--- src/rtl/float2int_pipe_pkg.sv ---
// Shared float-format constants and stage classification for the float->int converter.
package float2int_pipe_pkg;

    localparam int unsigned DEF_MAN   = 23;
    localparam int unsigned DEF_EXP   = 8;
    localparam int unsigned DEF_OUT_W = 23;

    // NUM covers normals, zeros and flushed subnormals; SAT is Inf or a certain overflow.
    typedef enum logic [1:0] {
        CLS_NUM = 2'd0,
        CLS_SAT = 2'd1,
        CLS_NAN = 2'd2
    } cls_e;

    function automatic int unsigned fp_bias(input int unsigned exp_w);
        return (32'd1 << (exp_w - 1)) - 32'd1;
    endfunction

endpackage

--- src/rtl/float2int_pipe_if.sv ---
// Input float stream and output integer stream of the converter, with their handshakes.
interface float2int_pipe_if #(
    parameter int unsigned MAN   = float2int_pipe_pkg::DEF_MAN,
    parameter int unsigned EXP   = float2int_pipe_pkg::DEF_EXP,
    parameter int unsigned OUT_W = float2int_pipe_pkg::DEF_OUT_W
);
    logic                 in_valid;
    logic                 in_ready;
    logic [MAN+EXP:0]     f_in;
    logic                 out_valid;
    logic                 out_ready;
    logic [OUT_W-1:0]     int_out;
    logic                 ovf;
    logic                 nan;
    logic                 inexact;

    modport master (
        output in_valid, f_in, out_ready,
        input  in_ready, out_valid, int_out, ovf, nan, inexact
    );

    modport slave (
        input  in_valid, f_in, out_ready,
        output in_ready, out_valid, int_out, ovf, nan, inexact
    );
endinterface

--- src/rtl/float2int_pipe_rne_round.sv ---
// Round-to-nearest-even on an unsigned magnitude, apply sign and saturate to the signed range.
module fp_rne_round #(
    parameter int unsigned OUT_W = 23
) (
    input  logic [OUT_W-1:0] mag,
    input  logic             g,
    input  logic             s,
    input  logic             sign,
    output logic [OUT_W-1:0] value_c,
    output logic             ovf_c
);
    localparam logic [OUT_W:0]   LIM_POS = {2'b00, {(OUT_W-1){1'b1}}};
    localparam logic [OUT_W:0]   LIM_NEG = {2'b01, {(OUT_W-1){1'b0}}};
    localparam logic [OUT_W-1:0] INT_MAX = {1'b0, {(OUT_W-1){1'b1}}};
    localparam logic [OUT_W-1:0] INT_MIN = {1'b1, {(OUT_W-1){1'b0}}};

    logic [OUT_W:0]   rnd;
    logic [OUT_W-1:0] mag_r;

    // One extra bit keeps the rounding carry visible to the range check.
    assign rnd     = {1'b0, mag} + (OUT_W+1)'(g & (s | mag[0]));
    assign mag_r   = rnd[OUT_W-1:0];
    assign ovf_c   = rnd > (sign ? LIM_NEG : LIM_POS);
    assign value_c = ovf_c ? (sign ? INT_MIN : INT_MAX)
                           : (sign ? (~mag_r + OUT_W'(1)) : mag_r);
endmodule

--- src/rtl/float2int_pipe.sv ---
// 3-stage float -> signed integer converter: classify, align, round/saturate; one common stall enable.
module float2int_pipe
    import float2int_pipe_pkg::*;
#(
    parameter int unsigned MAN   = DEF_MAN,
    parameter int unsigned EXP   = DEF_EXP,
    parameter int unsigned OUT_W = DEF_OUT_W
) (
    input  logic            clk,
    input  logic            rst_n,
    float2int_pipe_if.slave bus
);
    localparam int unsigned FW  = MAN + EXP + 1;
    localparam int unsigned XW  = MAN + 1 + OUT_W;
    localparam int unsigned SHW = $clog2(OUT_W + 1);
    localparam logic signed [EXP:0] K_BIAS = (EXP+1)'(fp_bias(EXP));
    localparam logic signed [EXP:0] K_NEG1 = '1;
    localparam logic signed [EXP:0] K_ONE  = (EXP+1)'(1);
    localparam logic signed [EXP:0] K_SAT  = (EXP+1)'(OUT_W);
    localparam logic [OUT_W-1:0]    INT_MAX = {1'b0, {(OUT_W-1){1'b1}}};
    localparam logic [OUT_W-1:0]    INT_MIN = {1'b1, {(OUT_W-1){1'b0}}};

    logic                 en;
    logic                 f_sign;
    logic [EXP-1:0]       f_exp;
    logic [MAN-1:0]       f_frac;

    logic                 v1, v2;
    logic                 sign1, zero1, subnz1;
    cls_e                 cls1;
    logic [MAN:0]         m1;
    logic signed [EXP:0]  k1;

    logic                 sign2, g2, s2;
    cls_e                 cls2;
    logic [OUT_W-1:0]     mag2;

    cls_e                 cls2_n;
    logic [OUT_W-1:0]     mag2_n;
    logic                 g2_n, s2_n;
    logic [SHW-1:0]       sh;
    logic [XW-1:0]        x;

    logic [OUT_W-1:0]     rnd_val, int_n;
    logic                 rnd_ovf, ovf_n, nan_n, inex_n;

    assign en          = ~(bus.out_valid & ~bus.out_ready);
    assign bus.in_ready = en;
    assign f_sign      = bus.f_in[FW-1];
    assign f_exp       = bus.f_in[FW-2 -: EXP];
    assign f_frac      = bus.f_in[MAN-1:0];

    // S1: unpack and classify.
    always_ff @(posedge clk) begin
        if (en) begin
            sign1  <= f_sign;
            cls1   <= (&f_exp) ? ((|f_frac) ? CLS_NAN : CLS_SAT) : CLS_NUM;
            zero1  <= (f_exp == '0);
            subnz1 <= (f_exp == '0) && (f_frac != '0);
            m1     <= {(f_exp != '0), f_frac};
            k1     <= $signed({1'b0, f_exp}) - K_BIAS;
        end
    end

    // S2: x = m << (k+1) puts the binary point just above bit MAN, so guard is x[MAN].
    always_comb begin
        cls2_n = cls1;
        mag2_n = '0;
        g2_n   = 1'b0;
        s2_n   = 1'b0;
        sh     = '0;
        x      = '0;
        if (cls1 == CLS_NUM) begin
            if (zero1) begin
                s2_n = subnz1;
            end else if (k1 < K_NEG1) begin
                s2_n = 1'b1;
            end else if (k1 >= K_SAT) begin
                cls2_n = CLS_SAT;
            end else begin
                sh     = SHW'(k1 + K_ONE);
                x      = XW'(m1) << sh;
                mag2_n = x[XW-1 -: OUT_W];
                g2_n   = x[MAN];
                s2_n   = |x[MAN-1:0];
            end
        end
    end

    always_ff @(posedge clk) begin
        if (en) begin
            sign2 <= sign1;
            cls2  <= cls2_n;
            mag2  <= mag2_n;
            g2    <= g2_n;
            s2    <= s2_n;
        end
    end

    fp_rne_round #(.OUT_W(OUT_W)) u_round (
        .mag     (mag2),
        .g       (g2),
        .s       (s2),
        .sign    (sign2),
        .value_c (rnd_val),
        .ovf_c   (rnd_ovf)
    );

    // S3: special classes override the rounded value; saturated results are never inexact.
    always_comb begin
        int_n  = rnd_val;
        ovf_n  = rnd_ovf;
        nan_n  = 1'b0;
        inex_n = ~rnd_ovf & (g2 | s2);
        case (cls2)
            CLS_NAN: begin
                int_n  = '0;
                ovf_n  = 1'b0;
                nan_n  = 1'b1;
                inex_n = 1'b0;
            end
            CLS_SAT: begin
                int_n  = sign2 ? INT_MIN : INT_MAX;
                ovf_n  = 1'b1;
                inex_n = 1'b0;
            end
            default: ;
        endcase
    end

    always_ff @(posedge clk) begin
        if (!rst_n) begin
            v1            <= 1'b0;
            v2            <= 1'b0;
            bus.out_valid <= 1'b0;
            bus.int_out   <= '0;
            bus.ovf       <= 1'b0;
            bus.nan       <= 1'b0;
            bus.inexact   <= 1'b0;
        end else if (en) begin
            v1            <= bus.in_valid;
            v2            <= v1;
            bus.out_valid <= v2;
            bus.int_out   <= int_n;
            bus.ovf       <= ovf_n;
            bus.nan       <= nan_n;
            bus.inexact   <= inex_n;
        end
    end
endmodule

--- src/flat_wrapper.sv ---
// flat-port wrapper written by rule: the top's interface ports become plain ports
module float2int_pipe_flat import float2int_pipe_pkg::*;
#(
    parameter int unsigned MAN   = DEF_MAN,
    parameter int unsigned EXP   = DEF_EXP,
    parameter int unsigned OUT_W = DEF_OUT_W
)
  (clk, rst_n, bus_in_valid, bus_f_in, bus_out_ready, bus_in_ready, bus_out_valid, bus_int_out, bus_ovf, bus_nan, bus_inexact);
  float2int_pipe_if #(.MAN(MAN), .EXP(EXP), .OUT_W(OUT_W)) bus_i ();
  input  logic clk;
  input  logic rst_n;
  input wire logic [$bits(bus_i.in_valid)-1:0] bus_in_valid;
  input wire logic [$bits(bus_i.f_in)-1:0] bus_f_in;
  input wire logic [$bits(bus_i.out_ready)-1:0] bus_out_ready;
  output wire logic [$bits(bus_i.in_ready)-1:0] bus_in_ready;
  output wire logic [$bits(bus_i.out_valid)-1:0] bus_out_valid;
  output wire logic [$bits(bus_i.int_out)-1:0] bus_int_out;
  output wire logic [$bits(bus_i.ovf)-1:0] bus_ovf;
  output wire logic [$bits(bus_i.nan)-1:0] bus_nan;
  output wire logic [$bits(bus_i.inexact)-1:0] bus_inexact;
  assign bus_i.in_valid = bus_in_valid;
  assign bus_i.f_in = bus_f_in;
  assign bus_i.out_ready = bus_out_ready;
  assign bus_in_ready = bus_i.in_ready;
  assign bus_out_valid = bus_i.out_valid;
  assign bus_int_out = bus_i.int_out;
  assign bus_ovf = bus_i.ovf;
  assign bus_nan = bus_i.nan;
  assign bus_inexact = bus_i.inexact;
  float2int_pipe #(.MAN(MAN), .EXP(EXP), .OUT_W(OUT_W)) u_core (.clk(clk), .rst_n(rst_n), .bus(bus_i));
endmodule
--- config.mk ---
export PLATFORM = sky130hd
export DESIGN_NAME = float2int_pipe_flat
export DESIGN_NICKNAME = d
export VERILOG_FILES = /design/src/rtl/float2int_pipe_pkg.sv /design/src/rtl/float2int_pipe_if.sv /design/src/rtl/float2int_pipe_rne_round.sv /design/src/rtl/float2int_pipe.sv /design/src/flat_wrapper.sv
export SDC_FILE = /design/constraint.sdc
export NUM_CORES = 1
export LEC_CHECK = 0
export ABC_AREA = 1
export CORE_ASPECT_RATIO = 0.9
export CORE_MARGIN = 2
export CORE_UTILIZATION = 50
export CTS_CLUSTER_DIAMETER = 30
export DETAILED_ROUTE_END_ITERATION = 8
export GPL_ROUTABILITY_DRIVEN = 0
export PLACE_DENSITY = 0.71
export SYNTH_ARGS = -nofsm -noshare
export SYNTH_HDL_FRONTEND = slang
export SYNTH_HIERARCHICAL = 1
export SYNTH_SLANG_ARGS = --single-unit
export TNS_END_PERCENT = 20
--- constraint.sdc ---
create_clock -name clk -period 5.94 [get_ports clk]
set_clock_uncertainty 0.1 [all_clocks]
set_input_delay 0.594 -clock clk [delete_from_list [all_inputs] [get_ports clk]]
set_output_delay 0.594 -clock clk [all_outputs]
set_load 0.05 [all_outputs]
=== Word level (Yosys, flattened, before mapping) ===
Index checks and enable logic that the tools add are counted.

* Equality and inequality tests: 2
* Bitwise operators: 10
* $lt $le $gt $ge: 3
* Shift-type cells: 1
* Reduce and logical (&&, ||, !) cells: 10
* Mux-type cells: 16
* Add/subtract/negate cells: 4

{| class="wikitable"
|+ Operator list
! operator !! count
|-
| $mux 23 || 4
|-
| $shl 24x5->47 || 1
|-
| $pmux 23 s2 || 1
|-
| $reduce_or 23->1 || 2
|-
| $add 23x24->24 || 1
|-
| $and 1x24->24 || 1
|-
| $gt 24x23->1 || 1
|-
| $add 23x1->23 const B || 1
|-
| $not 23->23 || 1
|-
| $reduce_bool 23->1 || 1
|-
| $mux 2 || 5
|-
| $ge 9x6->1 const B || 1
|-
| $lt 9x1->1 const B || 1
|-
| $sub 8x7->9 const B || 1
|-
| $logic_not 8->1 || 1
|-
| $reduce_and 8->1 || 1
|-
| $reduce_bool 8->1 || 1
|-
| $add 5x2->5 const B || 1
|-
| $mux 1 || 5
|-
| $not 1->1 || 4
|-
| $reduce_or 4->1 || 1
|-
| $and 1x1->1 || 2
|-
| $eq 2x1->1 const B || 1
|-
| $eq 2x2->1 const B || 1
|-
| other kinds (5) || 6
|}

* Output and inout bits: 28
* Input port bits: 36
* Register bits after elaboration: 95
* Word-level logic and storage cells: 64

=== Depth between registers and ports, before layout ===
Gate-level depths: netlist of the first run.

* Word-level depth: 8
* Depth in mapped cells: 30
* Gate-level depth less buffers: 29

=== Modules after synthesis ===
The synthesis of the first run kept the hierarchy.

{| class="wikitable"
|+ By module, submodules not included
! module !! seq. area each (µm²) !! instances !! cells each !! area an instance (µm²)
|-
| float2int_pipe || 2,562.5 || 1 || 614 || 5,066.1
|-
| fp_rne_round || 0.0 || 1 || 434 || 2,195.9
|}

=== Least setup slack after synthesis of the first run ===
OpenSTA, ideal clock, no wires.

* Path kind: input to output
* Start point: input bus_out_ready
* End point: output bus_in_ready
* Data arrival time: 3,074 ps
* Stages on the path: 3
* Path buffers: 1
* Slack: 2,172 ps
* Path through: nor2_1 > inv_1 > clkbuf_1

* Cells in the longest elaborated chain, start to end: 3

{| class="wikitable"
|+ RTL lines
! what !! RTL line !! source
|-
| from (decl) || flat_wrapper.sv:14 || <nowiki>input wire logic [$bits(bus_i.out_ready)-1:0] bus_out_ready;</nowiki>
|-
| $not 1->1 || float2int_pipe.sv:47 || <nowiki>assign en = ~(bus.out_valid & ~bus.out_ready);</nowiki>
|-
| $and 1x1->1 || float2int_pipe.sv:47 ||
|-
| $not 1->1 || float2int_pipe.sv:47 ||
|-
| to (decl) || flat_wrapper.sv:15 || <nowiki>output wire logic [$bits(bus_i.in_ready)-1:0] bus_in_ready;</nowiki>
|}

Every way passes these cells.

=== Final worst setup path of the first run ===
* Start point: register u_core.s2
* End point: register u_core.bus.int_out[0]

* Elaborated cells on any way between the ends: 9
* Classes of those cells: add/sub: 2; order compare: 1; mux: 3; bitwise: 3

{| class="wikitable"
|+ RTL lines
! what !! RTL line !! source
|-
| from (decl) || float2int_pipe.sv:34 || <nowiki>logic sign2, g2, s2;</nowiki>
|-
| from (signal assigned) || float2int_pipe.sv:96 || <nowiki>s2 <= s2_n;</nowiki>
|-
| $or 1x1->1 || float2int_pipe_rne_round.sv:21 || <nowiki>assign rnd = {1'b0, mag} + (OUT_W+1)'(g & (s | mag[0]));</nowiki>
|-
| $and 1x24->24 || float2int_pipe_rne_round.sv:21 ||
|-
| $add 23x24->24 || float2int_pipe_rne_round.sv:21 ||
|-
| $gt 24x23->1 || float2int_pipe_rne_round.sv:23 || <nowiki>assign ovf_c = rnd > (sign ? LIM_NEG : LIM_POS);</nowiki>
|-
| net u_core.rnd_ovf || float2int_pipe.sv:45 || <nowiki>logic rnd_ovf, ovf_n, nan_n, inex_n;</nowiki>
|-
| $mux 23 || float2int_pipe_rne_round.sv:24 || <nowiki>assign value_c = ovf_c ? (sign ? INT_MIN : INT_MAX)</nowiki>
|-
| net u_core.rnd_val[0] || float2int_pipe.sv:44 || <nowiki>logic [OUT_W-1:0] rnd_val, int_n;</nowiki>
|-
| $pmux 23 s2 || float2int_pipe.sv:115 || <nowiki>case (cls2)</nowiki>
|-
| to (signal assigned) || float2int_pipe.sv:144 || <nowiki>bus.int_out <= int_n;</nowiki>
|-
| to (decl) || float2int_pipe_if.sv:24 || <nowiki>output in_ready, out_valid, int_out, ovf, nan, inexact</nowiki>
|}

The timed path passes the listed nets, and every way through them passes these cells.
A chain may end at the register's enable or synchronous reset.

==> results.md, run 1 <==
- Status: finished, final reports clean
- CTS tree: yes
- Largest net degree at the start of global routing: 96
- Max_cap viols: 0
- Worst-skew pair later-pin latency: 360 ps
- Filler cells: 1378
- TritonCTS Buffers: 9
- VDD IR max: 0.202 mV
- Cells after Synth: 1048
- WHS Path Cells: 0
- Seq/Total Area, Yosys: 35.3%
- First-pass GRT wire length: 28900 um
- Worst Tran Pin Value: 1050 ps
- Core area: 0.0141 mm^2
- Most common cell after layout, fill and taps aside: nand2_1
- Setup-failing EPs final: 0
- Ant diodes: 0
- Area Overhead vs Synth: 13.5%
- RSZ-0062 raised after global routing: false
- Worst Path Required: 6050 ps
- Hold path endpoint: u_core/sign2
- Register-to-register setup slack: 1840 ps
- Wire length per cell: 13.7 um
- Total number of vias: 6924
- PostCTS Resize Cnt: 0
- Post-synth EDFFs: 66
- Syn_nets: 1115
- Total gr overflow: 0
- Min Tclk post-route: 4100 ps
- R2R cell count: 21
- Vias in the first global route: 6058
- Longest Clk Path Bufs: 2
- Final Hold Viols: 0
- Synth unique cells: 44
- Drc violations: 0
- Slew Limit Fails: 0
- HP Start: u_core/sign1
- Hold slack: 326 ps
- Hold Crit Class: reg2reg
- Relative slew slack: 30.1%
- NumNets Final: 1149
- CP Capture Type: register
- Starting Density: 51.5%
- Drt total wl: 17500 um
- Post-synth ARST share: 0%
- Most frequent cells in the layout: nand2_1 (293), nand3_1 (154), nor2_1 (88)
- Root buffer cell: clkbuf_16
- Reg-to-Reg End: u_core/bus.int_out[0]
- Die Y-Extent: 118 um
- Fin worst setup slack: 1840 ps
- Worst endpoint data arrival time: 4200 ps
- DR iter-0 viols: 661
- Critical path start-end classification: reg2reg
- Fmax: 244 MHz
- P per Cell Area: 288 mW/mm^2
- Hold_buf cts: 0
- Fraction of layout cells with a size suffix above 1: 6.16%
- Port bufs: 63
- Leak: 3.78 nW
- H-tree Lvls: 3
- CTS sink cnt: 95
- Post-CTS setup buffers: 0
- Die extent in x: 131 um
- Ports: 64
- Reg-to-reg startpoint: u_core/s2
- Setup TNS: 0 ps
- CP Launch Type: register
- FF+latch count, synth: 95
- Die area: 0.0155 mm^2
- Routed Antenna Nets: 0
- Total of warnings raised by yosys: 6
- CP Max Fanout: 21
- Place WS: 1950 ps
- FP Rows: 41
- Synthesized cell area: 0.00726 mm^2
- Avg Cell Area, Syn: 6.93 um^2
- Main flop type after synthesis: edfxtp_1
- Via/cell ratio: 5.41
- DRT Pass-1 Iters: 5
- CTS clock-pin slew for the worst setup and hold paths: 80 ps
- Dpl hpwl: 13200 um
- Final period util: 68.9%
- Total track usage: 23.2%
- Initial antenna violation count: 0
## area by class of cell
class                   instances  area (um^2)  area share (%)
multi-input cells             815         4120            49.9
well taps                     193          241            2.93
flip-flops and latches         95         2560            31.1
clock inverters                 7         80.1           0.971
inverters                      94          359            4.36
repair buffers                 67          661            8.01
clock buffers                   9          225            2.73
## critical path: stages (launching register included)
cell and delay, ps:
edfxtp_1 350, o21a_1 130, ha_1 180, ha_1 250, nand2_1 110, nor2_2 140, nand3_1 140, nor3_1 170
nand2_1 90, xnor2_1 180, ha_1 310, and3_1 160, nor3b_1 240, nand2_1 80, nor2_1 130, nand2_1 80
nand2_2 340, inv_6 120, nand2_4 250, o21ai_0 140, a21oi_1 160, a21oi_1 90
## per-layer routing
layer / up-vias / global-route usage (%) / wire length (um)
li1: 3593 / - / -
met1: 3116 / 32.3 / 8370
met2: 182 / 36.5 / 7900
met3: 33 / 4.44 / 842
met4: 0 / 6.72 / 382
met5: - / 0 / 0
## power breakdown
group | switching (W) | internal (W)
Clock | 0.000278 | 0.000300
Sequential | 0.0000549 | 0.000788
Combinational | 0.000634 | 0.000319
## Yosys cell counts, types with 11 or more instances
library cell | n | area share, %
o21ai_0 | 59 | 4.1
nand3_1 | 154 | 11
edfxtp_1 | 66 | 27
ha_1 | 31 | 5.3
dfxtp_1 | 29 | 8.0
nor2_1 | 89 | 4.6
xor2_1 | 17 | 2.1
nand2_2 | 12 | 1.0
a21oi_1 | 73 | 5.0
clkbuf_1 | 18 | 0.93
nand4_1 | 14 | 1.2
nand2_1 | 293 | 15
buf_2 | 17 | 1.2
inv_1 | 80 | 4.1
o21ai_1 | 11 | 0.76
## through the flow
step | cells | power [W] | cell area (um^2) | util, %
6_report | 1280 | 0.00237 | 8250 | 58.4
5_1_grt | 1280 | 0.00252 | 8250 | 58.4
4_1_cts | 1280 | 0.00238 | 8250 | 58.4
3_5_place_dp | 1264 | 0.00180 | 7940 | 56.3
3_3_place_gp | 1264 | 0.00179 | 7940 | 56.3
2_1_floorplan | 1048 | 0.00156 | 7260 | -
## kinds of logic after synthesis
family,after synthesis,share of synthesized area [%]
AND/OR/NAND/NOR,596,36.1
flip-flops,95,35.3
buffers and inverters,138,8.06
adder cells (fa/ha/maj),31,5.34
AO/OA/AOI/OAI,167,12.4
XOR/XNOR,21,2.79
## how the worst max path moves through the flow
stage	endpoint	from
after floorplan	bus_in_ready	bus_out_ready
after global placement	u_core/bus.int_out[0]	u_core/s2
after detailed placement	u_core/bus.int_out[0]	u_core/mag2[0]
after CTS	u_core/bus.int_out[0]	u_core/s2
after global routing	u_core/bus.int_out[0]	u_core/s2
final	u_core/bus.int_out[0]	u_core/s2
## registers in the layout, indices dropped and copies added, names as in the netlist
name                  count
u_core/v1                 1
u_core/k1                 9
u_core/subnz1             1
u_core/bus.int_out       23
u_core/v2                 1
u_core/g2                 1
u_core/bus.ovf            1
u_core/cls2               2
u_core/m1                24
u_core/zero1              1
u_core/bus.nan            1
u_core/mag2              23
u_core/sign1              1
u_core/bus.inexact        1
u_core/cls1               2
u_core/sign2              1
u_core/bus.out_valid      1
u_core/s2                 1
Power figures use the tool's default switching activity.
==> inputs of run 2 (changes only) <==
PLACE_DENSITY = 0.73   (was 0.71)
clock period = 3.5 ns   (was 5.94 ns; I/O delays follow)
==> run 2 against run 1 <==
  * Non-clock buffer count rose by 39
  * Clock-buffer cell count grew 1
  * Combinational power grew 82%
  * Largest power group unchanged
  * Register-to-register slack worse by 1800 ps
  * Core utilization grew 4.0 points
  * Routed wire length grew 4.3%
  * Critical endpoint is now u_core/bus.int_out[19]
  * Die area stayed put
==> results.md, run 2 (synthesized netlist as in run 1, its figures left out) <==
- Die extent in x: 131 um
- Dpl hpwl: 13600 um
- CP Launch Type: register
- Port bufs: 63
- Reg power frac: 34.8%
- First-pass GRT wire length: 29700 um
- Die area: 0.0155 mm^2
- H-tree Lvls: 3
- CP Capture Type: register
- Routed Antenna Nets: 0
- Largest net degree at the start of global routing: 41
- Final Hold Viols: 0
- Top flop regs: u_core/m1 (24), u_core/bus.int_out (23), u_core/mag2 (23)
- Most common cell after layout, fill and taps aside: nand2_1
- Net Sw Frac: 40.2%
- Slew Limit Fails: 0
- Most frequent CP cell: nand2_1
- Crit-path slowest cell: edfxtp_1
- Hold Crit Class: reg2reg
- Max_cap viols: 0
- Filler cells: 1266
- Die Y-Extent: 118 um
- Largest register FFs: 24
- Total number of vias: 7145
- CTS tree: yes
- Worst Path Required: 3600 ps
- CP top delay family: simple AND/OR/NAND/NOR gates
- Drt total wl: 18200 um
- Status: finished, final reports clean
- Critical path start-end classification: reg2reg
- Ant diodes: 0
- Sw Pwr: 0.00166 W
- TritonCTS Buffers: 9
- Starting Density: 51.5%
- Total power after layout: 0.00412 W
- Final period util: 99.0%
- CP Max Fanout: 11
- DRT Pass-1 Iters: 6
- Vias in the first global route: 6350
- Via/cell ratio: 5.41
- Most frequent cells in the layout: nand2_1 (283), nand3_1 (150), nor2_1 (84)
- Longest Clk Path Bufs: 2
- Hold_buf cts: 0
- Total gr overflow: 0
- Area Overhead vs Synth: 21.3%
- Initial antenna violation count: 0
- Leak: 4.03 nW
- Wire length per cell: 13.8 um
- NumNets Final: 1189
- Fmax: 288 MHz
- P_int: 0.00246 W
- Core area: 0.0141 mm^2
- Min Tclk post-route: 3470 ps
- Relative slew slack: 40.4%
- DR iter-0 viols: 637
- Setup-failing EPs final: 0
- RSZ-0062 raised after global routing: true
- Largest Register: u_core/m1
- Setup TNS: 0 ps
- Worst path max stage delay: 360 ps
- FP Rows: 41
- CP Cell Sequence: o21a_1, ha_2, ha_4, nand2_4, nor2_4, nand3_2, nor3_2, nand2_1, xnor2_2, ha_1, and3_4, nor3b_4, nand2_1, nor2_2, nand2_1, nand2_8, clkinv_8, nand2_8, nand2_1, a21oi_2, a21oi_1
- Clk pwr share: 23.2%
- Buf/Inv on CP: 1
- VDD IR max: 0.313 mV
- Ports: 64
- Worst Tran Pin Value: 891 ps
- Share of total power in combinational logic: 42.0%
- CTS clock-pin slew for the worst setup and hold paths: 70 ps
- Worst endpoint data arrival time: 3560 ps
- Root buffer cell: clkbuf_16
- Fraction of layout cells with a size suffix above 1: 12.9%
- Drc violations: 0
- Total track usage: 23.6%
- P per Cell Area: 467 mW/mm^2
- Worst-skew pair later-pin latency: 350 ps
- CTS sink cnt: 95
==> run 2: changes by cell type in the layout (fill, tap and decap cells not counted), moves of 4 or more <==
cell	delta
nand3_1	-4
a21oi_2	+8
nand2_1	-10
buf_6	+4
nand2_2	+5
nor2_1	-4
nand3_2	+4
buf_4	+32
a21oi_1	-8
ha_1	-4
==> run 2: layout make-up <==
class	instances	area [um^2]	share of cell area (%)
Inverter	94	367	4.16
Multi-Input combinational cell	816	4360	49.4
Sequential cell	95	2560	29.1
Clock buffer	10	239	2.71
Tap cell	193	241	2.74
Clock inverter	6	51.3	0.582
Timing Repair Buffer	106	996	11.3
==> run 2: worst register-to-register path, cell delays in order, from the launching register on <==
cell and delay (ps):
edfxtp_1 360, o21a_1 130, ha_2 200, ha_4 150, nand2_4 60, nor2_4 140, nand3_2 120, nor3_2 120
nand2_1 100, xnor2_2 150, ha_1 300, and3_4 170, nor3b_4 180, nand2_1 90, nor2_2 120, nand2_1 150
nand2_8 160, clkinv_8 90, nand2_8 110, nand2_1 80, a21oi_2 140, a21oi_1 80
==> run 2: per-stage QoR <==
step	std cells	area (um^2)	setup slack, ps	utilization [%]	hold WS (ps)
finish	1320	8810	33.6	62.5	330
global route	1320	8810	-159	62.5	342
CTS	1303	8470	11.2	60.0	330
detailed placement	1285	8120	-118	57.6	313
global placement	1285	8120	-2.43	57.6	307
floorplan	1048	7260	196	-	300
==> run 2: path summary, 6_finish.rpt <==
kind / from / to / slack (ps) / depth (start not counted)
max: u_core/mag2[0] / u_core/bus.int_out[19] / 30 / 21
min: u_core/sign1 / u_core/sign2 / 330 / 0
min reg2reg: u_core/sign1 / u_core/sign2 / 330 / 0
max reg2reg: u_core/mag2[0] / u_core/bus.int_out[19] / 30 / 21
==> run 2: per-layer routing <==
metal | track usage [%] | share of wire (%)
met1 | 33.2 | 47
met2 | 37.6 | 46
met3 | 3.94 | 5.2
met4 | 6.12 | 1.8
met5 | 0 | 0
==> run 2: power by group through the flow <==
stage / registers (W) / clock network, W / logic (W)
finish: 0.00143 / 0.000955 / 0.00173
floorplan: 0.00162 / 0 / 0.00102
CTS: 0.00143 / 0.000975 / 0.00164
global placement: 0.00145 / 0 / 0.00162
global route: 0.00145 / 0.00102 / 0.00191
detailed placement: 0.00145 / 0 / 0.00162
==> run 2: repair_timing <==
| action | CTS | global route |
|---|---|---|
| gates cloned | 1 | 1 |
| hold endpoints to repair | 0 | 0 |
| gates resized for setup | 8 | 53 |
| setup endpoints to repair | 24 | 25 |
| setup buffers | 1 | 16 |
| pin swaps | 3 | 25 |
